## src/rtl/bram_fifo_wr_format.sv

```systemverilog
// Write-side format/pack stage for the capture BRAM FIFO: normalises ADC lane
// samples (resolution, number format) and packs BRAM_WORD_NUM of them per FIFO word.
module bram_fifo_wr_format #(
    parameter int ADC_MAX_DATA_SIZE = 16,
    parameter int BRAM_WORD_NUM     = 8
) (
    input  logic                                       i_bram_fifo_wr_clk,
    input  logic                                       i_bram_fifo_reset_n,
    input  logic                                       i_fmt_enable,
    input  logic [2:0]                                 i_fmt_capture_mode,
    input  logic [4:0]                                 i_fmt_adc_res,
    input  logic                                       i_fmt_twos_comp,
    input  logic [8*ADC_MAX_DATA_SIZE-1:0]             i_fmt_adc_data,
    input  logic                                       i_fmt_adc_valid,
    input  logic                                       i_bram_fifo_wr_almost_full,
    output logic [ADC_MAX_DATA_SIZE*BRAM_WORD_NUM-1:0] o_bram_fifo_wr_data,
    output logic                                       o_bram_fifo_wr_clk_en,
    output logic [15:0]                                o_fmt_word_cnt,
    output logic                                       o_fmt_busy,
    output logic                                       o_fmt_done
);
    localparam int W      = ADC_MAX_DATA_SIZE;
    localparam int N      = BRAM_WORD_NUM;
    localparam int LANES  = 8;
    localparam int SLOT_W = $clog2(N);
    localparam logic [SLOT_W-1:0] LAST_SINGLE = SLOT_W'(N - 1);
    localparam logic [SLOT_W-1:0] LAST_OCTAL  = SLOT_W'(N - LANES);
    localparam logic [4:0]        RES_MIN     = 5'd8;
    localparam logic [4:0]        RES_MAX     = 5'(W);
    localparam logic [2:0]        MODE_OCTAL  = 3'b011;

    typedef enum logic [1:0] {
        S_IDLE,
        S_ARM,
        S_CAPTURE,
        S_DONE
    } state_t;

    state_t              r_state;
    state_t              w_state_next;
    logic                w_run;
    logic                w_arm;

    logic                r_octal;
    logic [4:0]          r_res;
    logic                r_twos;
    logic [4:0]          w_res_clamped;

    logic                r_s0_valid;
    logic [LANES*W-1:0]  r_s0_data;
    logic [LANES-1:0]    w_sign;
    logic [W-1:0]        w_fmt [LANES];

    logic                r_s1_valid;
    logic [W-1:0]        r_s1_lane [LANES];

    logic [SLOT_W-1:0]   r_slot_cnt;
    logic [N*W-1:0]      r_pack;
    logic [N*W-1:0]      w_pack_next;
    logic                w_word_last;
    logic [N*W-1:0]      r_wr_data;
    logic                r_wr_clk_en;
    logic [15:0]         r_word_cnt;

    // Enable low overrides every transition; DONE is only left through IDLE.
    always_ff @(posedge i_bram_fifo_wr_clk or negedge i_bram_fifo_reset_n) begin
        if (!i_bram_fifo_reset_n) begin
            r_state <= S_IDLE;
        end else begin
            r_state <= w_state_next;
        end
    end

    always_comb begin
        w_state_next = r_state;
        o_fmt_busy   = 1'b0;
        o_fmt_done   = 1'b0;
        case (r_state)
            S_IDLE: begin
                w_state_next = S_ARM;
            end
            S_ARM: begin
                o_fmt_busy   = 1'b1;
                w_state_next = S_CAPTURE;
            end
            S_CAPTURE: begin
                o_fmt_busy = 1'b1;
                if (i_bram_fifo_wr_almost_full) begin
                    w_state_next = S_DONE;
                end
            end
            S_DONE: begin
                o_fmt_done = 1'b1;
            end
            default: begin
                w_state_next = S_IDLE;
            end
        endcase
        if (!i_fmt_enable) begin
            w_state_next = S_IDLE;
        end
    end

    // Every pipeline stage is gated by w_run, so leaving CAPTURE (almost-full or
    // enable low) silently drops whatever is still in flight.
    assign w_run = (r_state == S_CAPTURE) && i_fmt_enable && !i_bram_fifo_wr_almost_full;
    assign w_arm = (r_state == S_ARM);

    always_comb begin
        w_res_clamped = i_fmt_adc_res;
        if (i_fmt_adc_res < RES_MIN) begin
            w_res_clamped = RES_MIN;
        end else if (i_fmt_adc_res > RES_MAX) begin
            w_res_clamped = RES_MAX;
        end
    end

    always_ff @(posedge i_bram_fifo_wr_clk or negedge i_bram_fifo_reset_n) begin
        if (!i_bram_fifo_reset_n) begin
            r_octal <= 1'b0;
            r_res   <= RES_MIN;
            r_twos  <= 1'b0;
        end else if (w_arm) begin
            r_octal <= (i_fmt_capture_mode == MODE_OCTAL);
            r_res   <= w_res_clamped;
            r_twos  <= i_fmt_twos_comp;
        end
    end

    // NOTE: sequential state uses non-blocking assignments only, so every stage
    // samples the previous stage's value from before the edge.
    always_ff @(posedge i_bram_fifo_wr_clk or negedge i_bram_fifo_reset_n) begin
        if (!i_bram_fifo_reset_n) begin
            r_s0_valid <= 1'b0;
            r_s0_data  <= '0;
        end else begin
            r_s0_valid <= w_run && i_fmt_adc_valid;
            if (w_run && i_fmt_adc_valid) begin
                r_s0_data <= i_fmt_adc_data;
            end
        end
    end

    // Inverted MSB of the active field, used as the sign for two's complement.
    always_comb begin
        for (int k = 0; k < LANES; k++) begin
            w_sign[k] = 1'b0;
            for (int b = 0; b < W; b++) begin
                if (5'(b) == r_res - 5'd1) begin
                    w_sign[k] = ~r_s0_data[k*W+b];
                end
            end
        end
    end

    always_comb begin
        for (int k = 0; k < LANES; k++) begin
            w_fmt[k] = '0;
            for (int b = 0; b < W; b++) begin
                if (5'(b) < r_res) begin
                    w_fmt[k][b] = r_s0_data[k*W+b] ^ (r_twos && (5'(b) == r_res - 5'd1));
                end else begin
                    w_fmt[k][b] = r_twos & w_sign[k];
                end
            end
        end
    end

    always_ff @(posedge i_bram_fifo_wr_clk or negedge i_bram_fifo_reset_n) begin
        if (!i_bram_fifo_reset_n) begin
            r_s1_valid <= 1'b0;
            for (int k = 0; k < LANES; k++) begin
                r_s1_lane[k] <= '0;
            end
        end else begin
            r_s1_valid <= r_s0_valid && w_run;
            if (r_s0_valid) begin
                for (int k = 0; k < LANES; k++) begin
                    r_s1_lane[k] <= w_fmt[k];
                end
            end
        end
    end

    // Octal slot counts are always multiples of 8, so a slot belongs to the
    // current beat when its group index matches the counter's.
    always_comb begin
        w_pack_next = r_pack;
        for (int s = 0; s < N; s++) begin
            if (r_octal) begin
                if ((s / LANES) == (int'(r_slot_cnt) / LANES)) begin
                    w_pack_next[s*W +: W] = r_s1_lane[s % LANES];
                end
            end else if (s == int'(r_slot_cnt)) begin
                w_pack_next[s*W +: W] = r_s1_lane[0];
            end
        end
        w_word_last = r_octal ? (r_slot_cnt == LAST_OCTAL) : (r_slot_cnt == LAST_SINGLE);
    end

    always_ff @(posedge i_bram_fifo_wr_clk or negedge i_bram_fifo_reset_n) begin
        if (!i_bram_fifo_reset_n) begin
            r_slot_cnt  <= '0;
            r_pack      <= '0;
            r_wr_data   <= '0;
            r_wr_clk_en <= 1'b0;
            r_word_cnt  <= '0;
        end else begin
            r_wr_clk_en <= 1'b0;
            if (w_arm) begin
                r_slot_cnt <= '0;
                r_word_cnt <= '0;
            end else if (r_s1_valid && w_run) begin
                r_pack <= w_pack_next;
                if (w_word_last) begin
                    r_slot_cnt  <= '0;
                    r_wr_data   <= w_pack_next;
                    r_wr_clk_en <= 1'b1;
                    if (r_word_cnt != 16'hFFFF) begin
                        r_word_cnt <= r_word_cnt + 16'd1;
                    end
                end else begin
                    r_slot_cnt <= r_slot_cnt + (r_octal ? SLOT_W'(LANES) : SLOT_W'(1));
                end
            end
        end
    end

    assign o_bram_fifo_wr_data   = r_wr_data;
    assign o_bram_fifo_wr_clk_en = r_wr_clk_en;
    assign o_fmt_word_cnt        = r_word_cnt;

endmodule

```

## config.mk

```make
export PLATFORM = sky130hd
export DESIGN_NAME = bram_fifo_wr_format
export DESIGN_NICKNAME = d
export VERILOG_FILES = /design/src/rtl/bram_fifo_wr_format.sv
export SDC_FILE = /design/constraint.sdc
export NUM_CORES = 1
export LEC_CHECK = 0
export CAP_MARGIN = 0
export CORE_MARGIN = 5
export CORE_UTILIZATION = 57
export CTS_CLUSTER_DIAMETER = 120
export DETAILED_ROUTE_END_ITERATION = 10
export GPL_TIMING_DRIVEN = 0
export PLACE_DENSITY = 0.87
export RECOVER_POWER = 50
export SLEW_MARGIN = 20
export SYNTH_ARGS = -nofsm -noshare
export SYNTH_HDL_FRONTEND = slang
export SYNTH_SLANG_ARGS = --single-unit
```

## constraint.sdc

```tcl
create_clock -name i_bram_fifo_wr_clk -period 3.11 [get_ports i_bram_fifo_wr_clk]
set_input_delay 0.622 -clock i_bram_fifo_wr_clk [delete_from_list [all_inputs] [get_ports i_bram_fifo_wr_clk]]
set_output_delay 0.622 -clock i_bram_fifo_wr_clk [all_outputs]
set_load 0.01 [all_outputs]
```

# Yosys cells after proc, flatten, opt, wreduce, memory -nomap -nowiden
# Cells that the tools add are included.
totals:
  regBits: 543
  latchBits: 0
  mem_bits_rw: 0
  mem_bits_ro: 0
  in_bits: 142
  wordCells: 661
  n_memories: 0
op_classes:
  n_addsub: 3
  multipliers: 0
  div_mod_pow: 0
  magnitude_cmp: 18
  eq_ne: 30
  shifts: 0
  n_mux: 291
  bitwise_logic: 265
  reduce_logical: 34
ops:
  columns: ["cell", "n"]
  rows:
  - ["16-bit two-way mux", 20]
  - ["1-bit two-way mux", 263]
  - ["1-bit inverter", 129]
  - ["1-bit bitwise XOR", 128]
  - ["4-bit by 5-bit == test with 1-bit output (first input constant)", 8]
  - ["4-bit by 5-bit less-than comparator with 1-bit output (first input constant)", 8]
  - ["1-bit logical AND", 21]
  - ["3-bit by 5-bit == test with 1-bit output (first input constant)", 4]
  - ["3-bit by 5-bit less-than comparator with 1-bit output (first input constant)", 4]
  - ["16-bit by 1-bit adder with 16-bit output (second input constant)", 1]
  - ["16-bit != test (second input constant)", 1]
  - ["3-bit == test (first input constant)", 4]
  - ["2-bit by 5-bit == test with 1-bit output (first input constant)", 2]
  - ["1-bit by 5-bit less-than comparator with 1-bit output (first input constant)", 2]
  - ["2-bit by 5-bit less-than comparator with 1-bit output (first input constant)", 2]
  - ["5-bit two-way mux", 2]
  - ["3-bit two-way mux", 3]
  - ["1-bit AND", 8]
  - ["2-bit by 3-bit == test with 1-bit output (first input constant)", 2]
  - ["3-bit logical NOT", 2]
  - ["2-bit one-hot mux with 3 select lines", 1]
  - ["3-bit AND reduction", 2]
  - ["2-bit nonzero test", 3]
  - ["1-bit by 5-bit == test with 1-bit output (first input constant)", 1]
  - ["other kinds (17)", 20]

# Depth between registers and ports, before layout
# Gate-level depths: netlist (run 1).
depth:
  depth_word: 20
  mapped_depth: 10
  depth_no_buf: 8

# Worst setup path before layout (run 1)
# No wires, ideal clock.
synth_path:
  kind: "register to register"
  startpoint: "register r_state[0]"
  endpoint: "register r_s0_data[103]"
  setup_ns: 0.125
  t_arrival_ns: 2.222
  required_ns: 2.985
  path_slack_ns: 0.763
  path_stages_with_launch: 9
  period_less_slack_ns: 2.347
  cell_sequence: "dfrtp_1 > inv_1 > ha_1 > nor2b_1 > and3_1 > clkbuf_1 > clkbuf_1 > buf_2 > mux2_2"
synth_via:
  elab_chain_cells: 4
synth_lines:
  columns: ["item", "line", "rtl"]
  rows:
  - ["start, declared", "39", "state_t r_state;"]
  - ["start signal, assigned", "70", "r_state <= w_state_next;"]
  - ["2-bit == test", "106", "assign w_run = (r_state == S_CAPTURE) && i_fmt_enable && !i_bram_fifo_wr_almost_full;"]
  - ["1-bit logical AND (2 in a row)", "106", null]
  - ["1-bit logical AND", "138", "if (w_run && i_fmt_adc_valid) begin"]
  - ["end signal, assigned", "139", "r_s0_data <= i_fmt_adc_data;"]
  - ["end, declared", "50", "logic [LANES*W-1:0] r_s0_data;"]
# No other way between the ends.
# A chain may end at the register's enable or synchronous reset.

# Worst setup path in the final report (run 1)
layout_path:
  startpoint: "register r_res[3]"
  endpoint: "register r_s1_lane[78] in the netlist's numbering"
layout_via:
  elab_chain_cells: 20
layout_lines:
  columns: ["item", "line", "rtl"]
  rows:
  - ["start, declared", "45", "logic [4:0] r_res;"]
  - ["start signal, assigned", "125", "r_res <= w_res_clamped;"]
  - ["5-bit by 1-bit subtractor with 5-bit output", "149, 161", null]
  - ["5-bit logical NOT", "149", "if (5'(b) == r_res - 5'd1) begin"]
  - ["1-bit two-way mux (16 in a row)", "149", null]
  - ["1-bit AND", "163", "w_fmt[k][b] = r_twos & w_sign[k];"]
  - ["1-bit two-way mux (*)", "160", "if (5'(b) < r_res) begin"]
  - ["end signal, assigned by index", "179", "r_s1_lane[k] <= w_fmt[k];"]
  - ["end, declared", "55", "logic [W-1:0] r_s1_lane [LANES];"]
# Mark *: on every way between the ends. The rest lies on a longest branch, timed or not.

==> results by group, run 1 <==
Status
  – Status: finished, final reports clean

Critical path
  – FF-to-FF path depth: 8
  – Setup slack, reg-to-reg: about 0.048 ns
  – Worst setup path startpoint: r_res[3]$_DFFE_PN1P_
  – CP endpoint: r_s1_lane[78]$_DFFE_PN0P_
  – Worst path max stage delay: approximately 0.74 ns
  – Startpoint Class: flip-flop
  – CP Cell Sequence: buf_2 > nor4b_2 > a21oi_1 > nor2_1 > a311oi_2 > o31ai_2 > buf_2 > o221ai_1
  – Critical-path top delay cell: nor4b_2
  – Crit Path Max Fanout: 10
  – Crit path top cell by count: buf_2
  – Worst endpoint required time: between 3 and 4 ns
  – CP arrival: between 3 and 4 ns
  – Reg2reg start: r_res[3]$_DFFE_PN1P_
  – Endpoint type of the worst setup path: flip-flop
  – Setup CP Type: flip-flop to flip-flop
  – Worst R2R End: r_s1_lane[78]$_DFFE_PN0P_

Synth
  – Post-synth cell types: 87
  – Mapped cell area: between 20000 and 30000 um2
  – Post-synth EDFFs: 0
  – Ys async rst share: 100%
  – #FFs+latches synth: 543
  – Ys Warns: 0
  – Syn nets: 2770
  – Synthesized instance count: 2621
  – Post-synth top flop: dfrtp_1
  – Seq/Total Area, Yosys: 51.5%
  – Syn_area_per_cell: approximately 10 um2

CTS
  – Num CTS Buffers: 55
  – # Post-CTS Setup Buffers: 0
  – Clock root buffer: clkbuf_16
  – Clock Latency Late Sink: 0.65 ns
  – Max H-tree Level: 2
  – TritonCTS clock tree: built
  – Clock sinks: ~540
  – Clk slew on worst S/H paths: about 0.060 ns
  – Clock buffer depth: 3

STA
  – Least-Margin Pin Slew: between 1 and 1.5 ns
  – Fin crit period: approximately 3.1 ns
  – Max frequency: ~330 MHz
  – Period utilization: 98.5%
  – Setup ws final: around 0.048 ns
  – RSZ-0062 raised after global routing: no
  – Total Negative Setup Slacks: 0 ns
  – Max-slew violation count: 0
  – Slew headroom: 6.71%
  – Endpoints failing hold: 0
  – Worst Skew: 0.0328 ns
  – Final setup fails: 0
  – Hold WS: ~0.48 ns

Die
  – Core area: 45600 um2
  – Die height: 225 um
  – Ports: 289
  – FP Rows: just under 80
  – Starting density of the core: between 50% and 60%
  – Die X: around 230 um
  – Die area: 50700 um2

GRT
  – Gr usage total: 40.0%
  – Grt ovf: 0
  – Vias in the first global route: around 24000
  – Largest net degree at the start of global routing: a little over 100
  – Initial antenna violation count: 2
  – First-pass GRT wire length: around 150 mm

Power
  – Sw Share: 41.2%
  – PD cells: 811 nW/um2
  – Comb pwr share: between 30% and 40%
  – Leak pwr: ~14 nW
  – P_int: 15.2 mW
  – Seq pwr share: between 40% and 50%
  – VDD IR max: around 570 uV
  – Net load switching power: between 10 and 15 mW
  – Total power: ~26 mW
  – Clock share of power: about a quarter

Cells and area
  – Layout area overhead: 21.2%
  – Post-layout nets: around 3100
  – Final core occ: between 70 and 80%
  – Finished Cell Area: ~32000 um2
  – Commonest non-fill, non-tap cells in the layout: dfrtp_1 (542), nand2_1 (400), o21ai_0 (295)
  – Share of cells above drive strength 1: around 12%
  – Non-Filler Instances: approximately 3600
  – Leading cell type in the layout, fill and taps excluded: dfrtp_1

Route
  – Vias/cell: between 6 and 7
  – Initial DRC count: 3438
  – Aggregate routed wire length: between 100 and 150 mm
  – DRT Pass-1 Iters: 5
  – DRT antenna net count: 0
  – WL per Instance: about 28 um
  – Drc violations: 0
  – Vias: about 24000

Worst hold path
  – Hold Crit Class: flip-flop to flip-flop

Placed design
  – Post-DP HPWL: about 78 mm
  – Placed Area: 30100 um2
  – DP Worst Slack: -0.518 ns
  – Placed Instances: ~3500
  – RePlAce Congestion: between 1 and 1.5
  – PortBufs: 288

Flow run
  – Max-cap check violation count: 0
==> area by class of cell <==
| type | count | area [um2] |
|---|---|---|
| Antenna cell | 1 | 2.50 |
| Buffer | 206 | 1010 |
| Clock buffer | 78 | 1610 |
| Clock inverter | 23 | 231 |
| Fill cell | 3353 | 13600 |
| Inverter | 29 | 109 |
| Multi-Input combinational cell | 1842 | 11700 |
| Sequential cell | 543 | 13600 |
| Tap cell | 600 | 751 |
| Timing Repair Buffer | 294 | 2970 |
==> Yosys cell counts, drive strengths merged (5+ instances only) <==
master	n	area share, %
dfrtp	542	51
nand2	401	5.7
o21ai	303	5.8
nor2	183	2.6
a21oi	166	3.2
mux2	143	6.1
mux2i	134	5.1
clkbuf	122	1.7
buf	85	2.1
xor2	65	2.2
o221ai	64	2.3
xnor2	58	1.9
inv	28	0.40
nand3	27	0.55
a31oi	26	0.67
o22ai	26	0.62
nor3	23	0.52
nor2b	18	0.43
o2bb2ai	13	0.43
or3	12	0.30
nand2b	11	0.26
o31ai	11	0.46
a211oi	10	0.30
o2111ai	10	0.33
o211ai	10	0.28
a21o	9	0.26
a221oi	9	0.35
a22oi	7	0.20
ha	7	0.33
nand3b	7	0.20
nor3b	7	0.20
or2	7	0.17
nand4b	6	0.20
nor4	5	0.12
or3b	5	0.18
==> flip-flops by register name (all words and copies together), names as in the netlist <==
name                   flops
o_bram_fifo_wr_clk_en      1
r_s1_lane                128
r_state                    2
r_s1_valid                 1
r_pack                   128
r_twos                     1
r_s0_data                128
o_fmt_word_cnt            16
r_res                      5
r_slot_cnt                 3
r_s0_valid                 1
r_octal                    1
o_bram_fifo_wr_data      128
==> worst max-delay path, delay by kind of cell (launching register included) <==
kind | cells | cell delay (ns)
buf+inv | 2 | 0.54
compound gates | 4 | 0.92
flops | 1 | 0.52
simple gates | 2 | 0.94
==> worst min path at each step <==
stage,from,to,slack [ns],cells past startpoint
floorplan,i_bram_fifo_reset_n,o_bram_fifo_wr_clk_en$_DFF_PN0_,0.33,0
global placement,r_pack[87]$_DFFE_PN0P_,r_pack[87]$_DFFE_PN0P_,0.46,2
detailed placement,o_bram_fifo_wr_data[92]$_DFFE_PN0P_,o_bram_fifo_wr_data[92]$_DFFE_PN0P_,0.47,2
CTS,o_bram_fifo_wr_data[92]$_DFFE_PN0P_,o_bram_fifo_wr_data[92]$_DFFE_PN0P_,0.48,2
global route,o_bram_fifo_wr_data[92]$_DFFE_PN0P_,o_bram_fifo_wr_data[92]$_DFFE_PN0P_,0.50,2
finish,o_bram_fifo_wr_data[92]$_DFFE_PN0P_,o_bram_fifo_wr_data[92]$_DFFE_PN0P_,0.48,2
==> cells by family after synthesis <==
logic type | share of synthesized area, %
adder cells (fa/ha/maj) | 0.332
AO/OA/AOI/OAI | 16.3
buffers and inverters | 4.22
XOR/XNOR | 4.09
AND/OR/NAND/NOR | 12.3
flip-flops | 51.5
multiplexers | 11.2
==> power groups by stage <==
| stage | Combinational (mW) | Sequential, mW | Clock [mW] |
|---|---|---|---|
| finish | 8.71 | 10.4 | 6.80 |
| global route | 9.05 | 10.4 | 7.07 |
| CTS | 8.32 | 10.2 | 6.78 |
| detailed placement | 8.26 | 10.4 | 0 |
| global placement | 8.08 | 10.3 | 0 |
| floorplan | 5.19 | 9.37 | 0 |
==> routing by layer <==
metal  vias to the layer above  part of all wire [%]  GRT usage (%)
li1                       9954                     -              -
met1                     11635                    38           53.9
met2                      1644                    45           61.5
met3                       355                    11           9.55
met4                         2                   5.8           19.1
met5                         -                 0.013              0
==> timing repair <==
item / CTS / global route
gates resized for setup: 4 / 10
endpoints found under the setup margin: 120 / 89
hold buffers: 1 / 0
endpoints found under the hold margin: 43 / 0
Note: power is estimated with default switching activity, not from simulation.
==> run 2, diff against run 1 <==
clock period = 3 ns   (was 3.11 ns; I/O delays follow)
==> results by group, run 2 (synthesis results as in run 1) <==
Placed design
  – PortBufs: 288 (unchanged)
  – Post-DP HPWL: 78.3 mm (unchanged)
  – DP Worst Slack: -0.606 ns (-0.0880 ns)
  – RePlAce Congestion: 1.05 (unchanged)
  – Placed Area: 30100 um2 (unchanged)

Die
  – Die X: 225 um (unchanged)
  – Die area: 50700 um2 (unchanged)
  – FP Rows: 78 (unchanged)
  – Ports: 289 (unchanged)
  – Core area: 45600 um2 (unchanged)
  – Starting density of the core: 57.9% (unchanged)
  – Die height: 225 um (unchanged)

GRT
  – First-pass GRT wire length: 152 mm (about the same)
  – Grt ovf: 0 (unchanged)
  – Largest net degree at the start of global routing: 103 (unchanged)
  – Gr usage total: 40.0% (about the same)
  – Vias in the first global route: 23500 (-0.11%)
  – Initial antenna violation count: 2 (unchanged)

CTS
  – Clock root buffer: clkbuf_16
  – Clock Latency Late Sink: 0.65 ns (about the same)
  – Num CTS Buffers: 55 (unchanged)
  – Max H-tree Level: 2 (unchanged)
  – TritonCTS clock tree: built
  – Clk slew on worst S/H paths: 0.06 ns (about the same)
  – Clock buffer depth: 3 (unchanged)
  – Clock sinks: 543 (unchanged)
  – # Post-CTS Setup Buffers: 0 (unchanged)

Critical path
  – Critical-path top delay cell: nor2_2
  – Startpoint Class: flip-flop
  – Worst path max stage delay: 0.65 ns (-0.09 ns)
  – CP arrival: 3.47 ns (-0.07 ns)
  – Setup CP Type: flip-flop to flip-flop
  – Delay-heaviest family, CP: simple AND/OR/NAND/NOR gates
  – Worst endpoint required time: 3.47 ns (-0.12 ns)
  – Crit Path Max Fanout: 10 (unchanged)
  – Crit path buf inv count: 3 (+1)
  – Endpoint type of the worst setup path: flip-flop
  – CP Cell Sequence: buf_2 > buf_4 > nand3b_1 > nor2_2 > a221oi_1 > a31oi_4 > buf_6 > a31oi_1

Cells and area
  – Layout area overhead: 21.3% (about the same)
  – Finished Cell Area: 32000 um2 (about the same)
  – Post-layout nets: 3119 (-0.032%)
  – Leading cell type in the layout, fill and taps excluded: dfrtp_1
  – Commonest non-fill, non-tap cells in the layout: dfrtp_1 (542), nand2_1 (398), o21ai_0 (295)
  – Share of cells above drive strength 1: 12.2% (+0.070 points)
  – Final core occ: 70.2% (about the same)

STA
  – Least-Margin Pin Slew: 1.34 ns (-0.0630 ns)
  – Max frequency: 333 MHz (+1.9%)
  – Total Negative Setup Slacks: -0.00519 ns (-0.00519 ns)
  – RSZ-0062 raised after global routing: no
  – Slew headroom: 10.9% (+4.2 points)
  – Worst Skew: 0.0287 ns (-0.00415 ns)
  – Period utilization: 100% (+1.7 points)
  – Endpoints failing hold: 0 (unchanged)
  – Final setup fails: 1 (+1)
  – Hold WS: 0.478 ns (+0.00167 ns)
  – Fin crit period: 3.01 ns (-0.0571 ns)
  – Max-slew violation count: 0 (unchanged)
  – Setup ws final: -0.00519 ns (-0.0529 ns)

Power
  – Leak pwr: 14.2 nW (about the same)
  – VDD IR max: 587 uV (+3.5%)
  – Seq pwr share: 40.1% (about the same)
  – Comb pwr share: 33.7% (about the same)
  – Net load switching power: 11.1 mW (+3.7%)
  – P_int: 15.8 mW (+3.7%)
  – PD cells: 841 nW/um2 (+3.6%)
  – Clock share of power: 26.2% (about the same)
  – Sw Share: 41.2% (about the same)

Route
  – Vias/cell: 6.52 (about the same)
  – DRT Pass-1 Iters: 7 (+2)
  – WL per Instance: 28.5 um (+0.14%)
  – Aggregate routed wire length: 103 mm (+0.11%)
  – Initial DRC count: 3508 (+2.0%)
  – Drc violations: 0 (unchanged)
  – DRT antenna net count: 0 (unchanged)
  – Vias: 23581 (-0.038%)

Flow run
  – Max-cap check violation count: 0 (unchanged)

Status
  – Status: finished, violations left
  – Failing checks: negative setup slack

Worst hold path
  – Hold Crit Class: flip-flop to flip-flop
run 2: worst min-delay path, delay by kind of cell, from the launching register on:
| family | cells | cell delay, ns |
|---|---|---|
| and+or+nand+nor | 1 | 0.04 |
| AOI/OAI and AO/OA | 1 | 0.06 |
| DFF | 1 | 0.34 |
run 2: worst paths after layout:
| path | cells past startpoint | startpoint | endpoint | slack [ns] |
|---|---|---|---|---|
| max | 8 | r_res[3]$_DFFE_PN1P_ | r_s1_lane[15]$_DFFE_PN0P_ | -0.005 |
| min | 2 | o_bram_fifo_wr_data[92]$_DFFE_PN0P_ | o_bram_fifo_wr_data[92]$_DFFE_PN0P_ | 0.48 |
| max reg2reg | 8 | r_res[3]$_DFFE_PN1P_ | r_s1_lane[15]$_DFFE_PN0P_ | -0.005 |
| min reg2reg | 2 | o_bram_fifo_wr_data[92]$_DFFE_PN0P_ | o_bram_fifo_wr_data[92]$_DFFE_PN0P_ | 0.48 |
| max in group asynchronous | 4 | i_bram_fifo_reset_n | r_pack[14]$_DFFE_PN0P_ | 0.66 |
| min in group asynchronous | 2 | i_bram_fifo_reset_n | r_s0_data[24]$_DFFE_PN0P_ | 0.52 |
run 2: area by class of cell:
cell class                      count  area (um2)
Timing Repair Buffer              294        2980
Clock buffer                       78        1610
Fill cell                        3351       13600
Inverter                           29         109
Sequential cell                   543       13600
Tap cell                          600         751
Antenna cell                        1        2.50
Multi-Input combinational cell   1842       11700
Buffer                            205        1000
Clock inverter                     23         231
run 2: power groups by stage:
stage               sequential [mW]  combinational (mW)  clock, mW
CTS                            10.6                8.64       7.03
floorplan                      9.72                5.38          0
finish                         10.8                9.05       7.04
global placement               10.7                8.38          0
detailed placement             10.7                8.56          0
global route                   10.8                9.41       7.33
run 2: layer usage:
| metal | part of all wire [%] | track usage [%] |
|---|---|---|
| met1 | 38 | 54.0 |
| met2 | 45 | 61.6 |
| met3 | 11 | 9.39 |
| met4 | 5.7 | 18.9 |
| met5 | 0.013 | 0 |
run 2: repair_timing:
action | CTS | global route
hold buffers | 1 | 0
gates resized for setup | 7 | 10
setup endpoints to repair | 193 | 125
endpoints found under the hold margin | 69 | 0
run 2: per-stage QoR:
step	total power, mW	instances
floorplan	15.1	2621
CTS	26.3	3614
global route	27.6	3614
detailed placement	19.3	3514
global placement	19.1	3509
finish	26.9	3615
